### src/rtl/rr_sel_sequencer.sv
// rr_sel_sequencer: registered round-robin arbiter feeding the en/sel pins of
// a 3-to-8 one-hot decoder. Each grant lasts at most DWELL cycles. The granted
// channel c is driven as sel = 7 - c, so decoder output d[c] is the live line.
// Optional macro GUARD_EN: when defined, a one-cycle GAP with en=0 separates
// grants so that sel never changes while en is high. When it is undefined,
// grants run back to back and sel may change while en=1.
module rr_sel_sequencer #(
  parameter int DWELL = 4
) (
  input  logic       clk,
  input  logic       rst,
  input  logic [7:0] req,
  input  logic       done,
  output logic       en,
  output logic [2:0] sel,
  output logic [2:0] grant_ch,
  output logic       busy
);

  typedef enum logic [1:0] {IDLE, GRANT, GAP} state_t;

  localparam logic [7:0] DWELL_LAST = 8'(DWELL - 1);

  state_t     state, state_n;
  logic [7:0] cnt, cnt_n;
  logic [2:0] ptr, ptr_n;
  logic [2:0] gch_n;
  logic [2:0] sel_n;
  logic       en_n, busy_n;
  logic [2:0] winner;
  logic       any_req;
  logic       release_g;

  // Round-robin pick: scan ptr+1 .. ptr+8 (mod 8), first set bit wins, so the
  // channel at ptr itself gets the lowest priority.
  function automatic logic [2:0] rr_pick(input logic [7:0] r, input logic [2:0] p);
    logic [2:0] pick;
    logic [2:0] c;
    logic       found;
    pick  = p;
    found = 1'b0;
    for (int i = 1; i <= 8; i++) begin
      c = p + 3'(i);
      if (!found && r[c]) begin
        pick  = c;
        found = 1'b1;
      end
    end
    return pick;
  endfunction

  assign any_req   = |req;
  assign winner    = rr_pick(req, ptr);
  assign release_g = done | ~req[grant_ch] | (cnt == DWELL_LAST);

  // Next-state and next-output logic; registered outputs derive from state_n
  always_comb begin
    state_n = state;
    cnt_n   = cnt;
    ptr_n   = ptr;
    gch_n   = grant_ch;
    case (state)
      IDLE, GAP: begin
        if (any_req) begin
          state_n = GRANT;
          gch_n   = winner;
          ptr_n   = winner;
          cnt_n   = 8'd0;
        end else begin
          state_n = IDLE;
        end
      end
      GRANT: begin
        if (!release_g) begin
          cnt_n = cnt + 8'd1;
        end else begin
`ifdef GUARD_EN
          state_n = GAP;
`else
          if (any_req) begin
            state_n = GRANT;
            gch_n   = winner;
            ptr_n   = winner;
            cnt_n   = 8'd0;
          end else begin
            state_n = IDLE;
          end
`endif
        end
      end
      default: state_n = IDLE;
    endcase
    sel_n  = ~gch_n;
    en_n   = (state_n == GRANT);
    busy_n = (state_n != IDLE);
  end

  // State and output registers; reset wins over every other input
  always_ff @(posedge clk) begin
    if (rst) begin
      state    <= IDLE;
      cnt      <= 8'd0;
      ptr      <= 3'd7;
      grant_ch <= 3'd0;
      sel      <= 3'b111;
      en       <= 1'b0;
      busy     <= 1'b0;
    end else begin
      state    <= state_n;
      cnt      <= cnt_n;
      ptr      <= ptr_n;
      grant_ch <= gch_n;
      sel      <= sel_n;
      en       <= en_n;
      busy     <= busy_n;
    end
  end

endmodule

### config.mk
export PLATFORM = sky130hd
export DESIGN_NAME = rr_sel_sequencer
export DESIGN_NICKNAME = d
export VERILOG_FILES = /design/src/rtl/rr_sel_sequencer.sv
export SDC_FILE = /design/constraint.sdc
export NUM_CORES = 1
export LEC_CHECK = 0
export CAP_MARGIN = 20
export CELL_PAD_IN_SITES_DETAIL_PLACEMENT = 1
export CELL_PAD_IN_SITES_GLOBAL_PLACEMENT = 1
export CORE_UTILIZATION = 35
export DETAILED_ROUTE_END_ITERATION = 12
export PLACE_DENSITY_LB_ADDON = 0.1
export SYNTH_ARGS = -nofsm -noshare
export SYNTH_HDL_FRONTEND = slang
export SYNTH_SLANG_ARGS = --single-unit
### constraint.sdc
create_clock -name clk -period 5.6 [get_ports clk]
set_input_delay 0.56 -clock clk [delete_from_list [all_inputs] [get_ports clk]]
set_output_delay 0.56 -clock clk [all_outputs]
set_load 0.01 [all_outputs]
==> metrics.txt, run 1 <==
Yosys cell types=58; most common flop cell mapped by yosys=dfxtp_1; CTS tree=built; post-cts gate resize count=0; CTS max path bufs=2; Initial Util=36.2%; I/O pins=19; setup_tns=0 ps; final period utilization=67.4%; top-area cell type share of the netlist area=19.7%; I/O Buffers=18; Post-DP Area=0.00231 mm2; Hold Fails Final Rpt=0; synth warn=0; htree depth=1; maximum fanout along the worst path=13; die height=approximately 80 um; Synth-to-Final Area Change=10.4%; via count=~1900; total power=0.00112 W; Starting DRT DRC Count=about 130; worst-margin pin slew=907 ps; Yosys reg bits=21; Sinks on Clock Net=21; drt via density=5.93; Worst Path Required=5750 ps; clock buffer count from CTS=3; number of synthesized flops with an enable pin=0; outcome=finished clean; worst hold path class=reg -> reg; post-synthesis sequential area ratio=19.7%; Multi-input gate area=0.00157 mm2; CTS root buffer=clkbuf_8; layout cells sized above 1=about 16%; unrepaired setup endpoints after global routing=false; Slew Limit Headroom=39.5%; post-CTS setup buffer count=0; first-pass GRT wire length=a little under 10 mm; die width=between 80 and 90 um; WHS Endpoint=cnt[7]; CP Launch Type=flip-flop; router iterations before antenna repair=4; maxcap violations=0; Die Area=0.00641 mm2; post-layout util=40.0%; synthesized cell area=0.00213 mm2; crit path DAT=3920 ps; worst skew pair latency=260 ps; final slew viol count=0; ranking of synthesized cells by area=dfxtp_1, mux4_2, mux2i_1; Pwr Density=474 mW/mm2; Worst Min Path Start=cnt[7]; worst r2r path cells=9; cell taking the most area after synthesis=dfxtp_1; Async S/R FF share, synth=0%; # diodes=0; Overflow after GRT=0; Design Area, Final=roughly 0.0024 mm2; Net Count, Synth=248; vias in the first global route=approximately 1900; Mapped Cells=approximately 230; CTS Hold Bufs=0; # nets final=253; drt wl/cell=18.4 um; DRC viols=0; GP Congestion=0.798; maximum vdd drop=0.209 mV; final setup vio count=0; clock slew at reported path FFs=80 ps; Hold Path Stages=1; pin count of the biggest net entering global routing=26; gr usage total=~20%; FILL cells=approximately 690; Row Count=28; DP Wirelength=4.26 mm; critical path endpoint category=flip-flop; post-route clock skew=roughly 4.3 ps; initial antenna violation count=0; Fmax=0.265 GHz; Core Area=0.00589 mm2; Period minus WS final=about 3800 ps; Leak=around 0.86 nW; post-route ant nets=0; CP Class=reg -> reg; Syn Area/Cell=9.12 um2; Reg area=approximately 420 um2; r2r setup slk=1830 ps; wirelength, routed=approximately 5.8 mm; FF-to-FF Start=ptr[0]; reg2reg end=sel[2]
[area by class of cell]
| cell class | instances | share of cell area, % |
|---|---|---|
| Multi-Input combinational cell | 186 | 66.8 |
| Sequential cell | 21 | 17.9 |
| Timing Repair Buffer | 20 | 8.29 |
| Tap cell | 75 | 3.99 |
| Clock buffer | 3 | 1.75 |
| Inverter | 7 | 1.12 |
| Clock inverter | 1 | 0.213 |
[layer usage]
layer	vias up	global-route usage, %	wire [um]	part of all wire (%)
met2	26	33.1	2770	48
met4	0	6.43	131	2.3
met5	-	0	0	0
li1	907	-	-	-
met3	9	1.25	86	1.5
met1	915	27.3	2770	48
[through the flow]
stage                     setup slack [ps]  hold WS, ps  cells
after global routing                  1560          490    313
after global placement                1920          460    309
final                                 1830          473    313
after floorplan                       2260          434    234
after CTS                             1800          476    313
after detailed placement              1790          465    309
[worst max-delay path: stages (launching register included)]
cell and delay (ps):
dfxtp_1 710, inv_2 270, ha_1 620, mux2_2 410, mux4_2 560, nor4_4 220, o22ai_1 110, and3_1 190
o211a_1 240, a2111o_1 340
[power by group]
part	total, W	internal [W]	switching [W]
Combinational	0.000798	0.000375	0.000423
Clock	0.000101	0.0000496	0.0000512
Sequential	0.000218	0.000177	0.0000406
Total	0.00112	0.000602	0.000515
[cells by family after synthesis]
logic type	count (synthesis)	synth area share (%)
and+or+nand+nor	75	19.5
AOI/OAI and AO/OA	60	19.5
muxes	42	30.4
buffers and inverters	27	6.57
DFF	21	19.7
xor gates and xnor gates	5	2.41
adders and majority gates	3	1.76
other	1	0.176
[layout by cell type, fill, tap and decap left out, types with 5 or more instances in the layout]
| master | Yosys | final |
|---|---|---|
| clkdlybuf4s50_1 | 0 | 18 |
| inv_1 | 5 | 5 |
| mux4_2 | 17 | 17 |
| nor2_1 | 21 | 21 |
| o21ai_0 | 11 | 11 |
| a21oi_1 | 14 | 14 |
| mux2_2 | 10 | 10 |
| dfxtp_1 | 21 | 21 |
| mux2i_1 | 12 | 12 |
| nor3b_1 | 6 | 6 |
| a31oi_1 | 5 | 5 |
| nand2_1 | 15 | 15 |
[synth_stat cells, types with 3 or more instances]
cell type and n:
nor2b_1 3, nor3b_1 6, and2_1 4, mux2i_1 12, dfxtp_1 21, buf_2 7, nand2b_1 4, clkbuf_1 7
a21oi_1 14, a211oi_1 4, o31ai_1 4, mux2_1 3, a31oi_1 5, nand2_1 15, mux2_2 10, and3b_1 3
ha_1 3, and3_1 3, inv_1 5, o21ai_0 11, nor2_1 21, buf_6 3, mux4_2 17
[how the worst max path moves through the flow]
stage	start	endpoint	cells past startpoint
6_report	ptr[0]	sel[2]	9
5_1_grt	ptr[0]	sel[2]	9
4_1_cts	ptr[0]	sel[2]	9
3_5_place_dp	ptr[0]	sel[2]	9
3_3_place_gp	ptr[0]	sel[2]	9
2_1_floorplan	ptr[0]	sel[2]	12
(Power assumes the default switching activity.)
==> run 2: changes to the inputs <==
Clock period 5.6 ns to 3.7 ns, I/O delays scaled along.
==> metrics.txt, run 2 (synthesized netlist as in run 1, its figures left out) <==
outcome=finished clean; CP Class=reg -> reg; I/O Buffers=18 (unchanged); clock slew at reported path FFs=80 ps (about the same); maxcap violations=0 (unchanged); worst-margin pin slew=613 ps (-294 ps); worst hold path class=reg -> reg; die height=80.1 um (unchanged); hold slack final=485 ps (+12.1 ps); Net Sw Frac=45.8% (-0.25 points); FF-to-FF Start=ptr[0]; DP Cell Count=314 (+1.6%); Hold Fails Final Rpt=0 (unchanged); drt wl/cell=17.9 um (-2.9%); CTS max path bufs=2 (unchanged); Int Pwr=0.000929 W (+54%); initial antenna violation count=0 (unchanged); r2r setup slk=490 ps (-1340 ps); Worst Path Required=3850 ps (-1900 ps); GP Congestion=0.782 (-2.0%); post-route ant nets=0 (unchanged); setup_tns=0 ps (unchanged); Non-Filler Instances=318 (+1.6%); FILL cells=694 (+0.43%); Comb power frac=72.7% (+1.2 points); switching pwr=0.000787 W (+53%); layout cells sized above 1=17.7% (+1.7 points); post-CTS setup buffer count=0 (unchanged); die width=80.1 um (unchanged); Worst Min Path Start=cnt[7]; CTS tree=built; post-layout util=40.6% (+0.64 points); crit path DAT=3360 ps (-560 ps); I/O pins=19 (unchanged); # diodes=0 (unchanged); total power=0.00172 W (+54%); router iterations before antenna repair=4 (unchanged); reg2reg end=sel[2]; final setup vio count=0 (unchanged); Synth-to-Final Area Change=12.1%; most frequent cells in the layout=nor2_1, dfxtp_1, clkdlybuf4s50_1, mux4_2, nand2_1; wirelength, routed=5.68 mm (-1.3%); worst r2r path cells=9 (unchanged); DRC viols=0 (unchanged); Fmax=0.312 GHz (+18%); Leak=0.881 nW (+2.8%); Starting DRT DRC Count=73 (-43%); Core Area=0.00589 mm2 (unchanged); final period utilization=86.7% (+19 points); maximum vdd drop=0.365 mV (+74%); vias in the first global route=1956 (+2.9%); clock power share=8.9% (about the same); CTS Hold Bufs=0 (unchanged); Overflow after GRT=0 (unchanged); Row Count=28 (unchanged); unrepaired setup endpoints after global routing=false; drt via density=5.94 (+0.12%); post-cts gate resize count=0 (unchanged); first-pass GRT wire length=9.79 mm (-0.97%); Die Area=0.00641 mm2 (unchanged); via count=1889 (+1.7%); Slew Limit Headroom=58.1% (+19 points); worst skew pair latency=270 ps (about the same); Initial Util=36.2% (unchanged); Period minus WS final=3210 ps (-564 ps); Hold Path Stages=1 (unchanged); WHS Endpoint=cnt[7]; Flop pwr share=18.4% (-1.1 points); htree depth=1 (unchanged); Sinks on Clock Net=21 (unchanged); clock buffer count from CTS=3 (unchanged); maximum fanout along the worst path=12 (-1); CTS root buffer=clkbuf_8; # nets final=258 (+2.0%); gr usage total=19.8% (-0.092 points); final slew viol count=0 (unchanged); DP Wirelength=4.27 mm (+0.23%); critical path endpoint category=flip-flop; CP Launch Type=flip-flop; Pwr Density=717 mW/mm2 (+51%); pin count of the biggest net entering global routing=26 (unchanged); post-route clock skew=2.61 ps (-1.67 ps)
-- run 2: cell types whose count changed in the layout (fill, tap and decap cells not counted), sizes merged --
cell | previous run | this run
buf | 2 | 7
-- run 2: critical path, stage by stage (launching register included) --
cell and delay (ps):
dfxtp_1 350, inv_2 50, ha_1 580, mux2_2 400, mux4_2 570, nor4_4 230, o22ai_1 110, and3_1 190
o211a_1 240, a2111o_1 350
-- run 2: layout make-up --
class                   instances  area (um2)  share of cell area, %
flip-flops and latches         21         420                   17.6
inverters                       7        26.3                   1.10
clock inverters                 1        5.00                  0.209
clock buffers                   3        41.3                   1.73
multi-input cells             186        1570                   65.7
repair buffers                 25         233                   9.73
well taps                      75        93.8                   3.92
-- run 2: through the flow --
stage,worst slack [ps],instance area [um2]
after floorplan,364,2130
after global placement,434,2350
after detailed placement,361,2350
after CTS,511,2390
after global routing,321,2390
final,491,2390
-- run 2: power groups by stage --
stage               Sequential, W  Combinational [W]  Clock, W
floorplan                0.000312           0.000971         0
global placement         0.000324            0.00124         0
detailed placement       0.000322            0.00125         0
CTS                      0.000317            0.00125  0.000160
global route             0.000322            0.00138  0.000162
finish                   0.000315            0.00125  0.000153
-- run 2: worst max path at each step --
stage                     slack [ps]   start  depth (start not counted)     end
after floorplan                  360  ptr[0]                         12  sel[2]
after global placement           430  req[4]                          8  ptr[2]
after detailed placement         360  req[2]                          8  sel[2]
after CTS                        510  ptr[1]                          9  sel[2]
after global routing             320  ptr[1]                          9  sel[2]
final                            490  ptr[0]                          9  sel[2]
-- run 2: routing by layer --
| metal | global-route usage [%] | routed length, um | vias up |
|---|---|---|---|
| met5 | 0 | 0 | - |
| met4 | 5.36 | 78 | 0 |
| met3 | 2.05 | 138 | 9 |
| met2 | 35.2 | 2880 | 34 |
| met1 | 25.2 | 2590 | 936 |
| li1 | - | - | 910 |
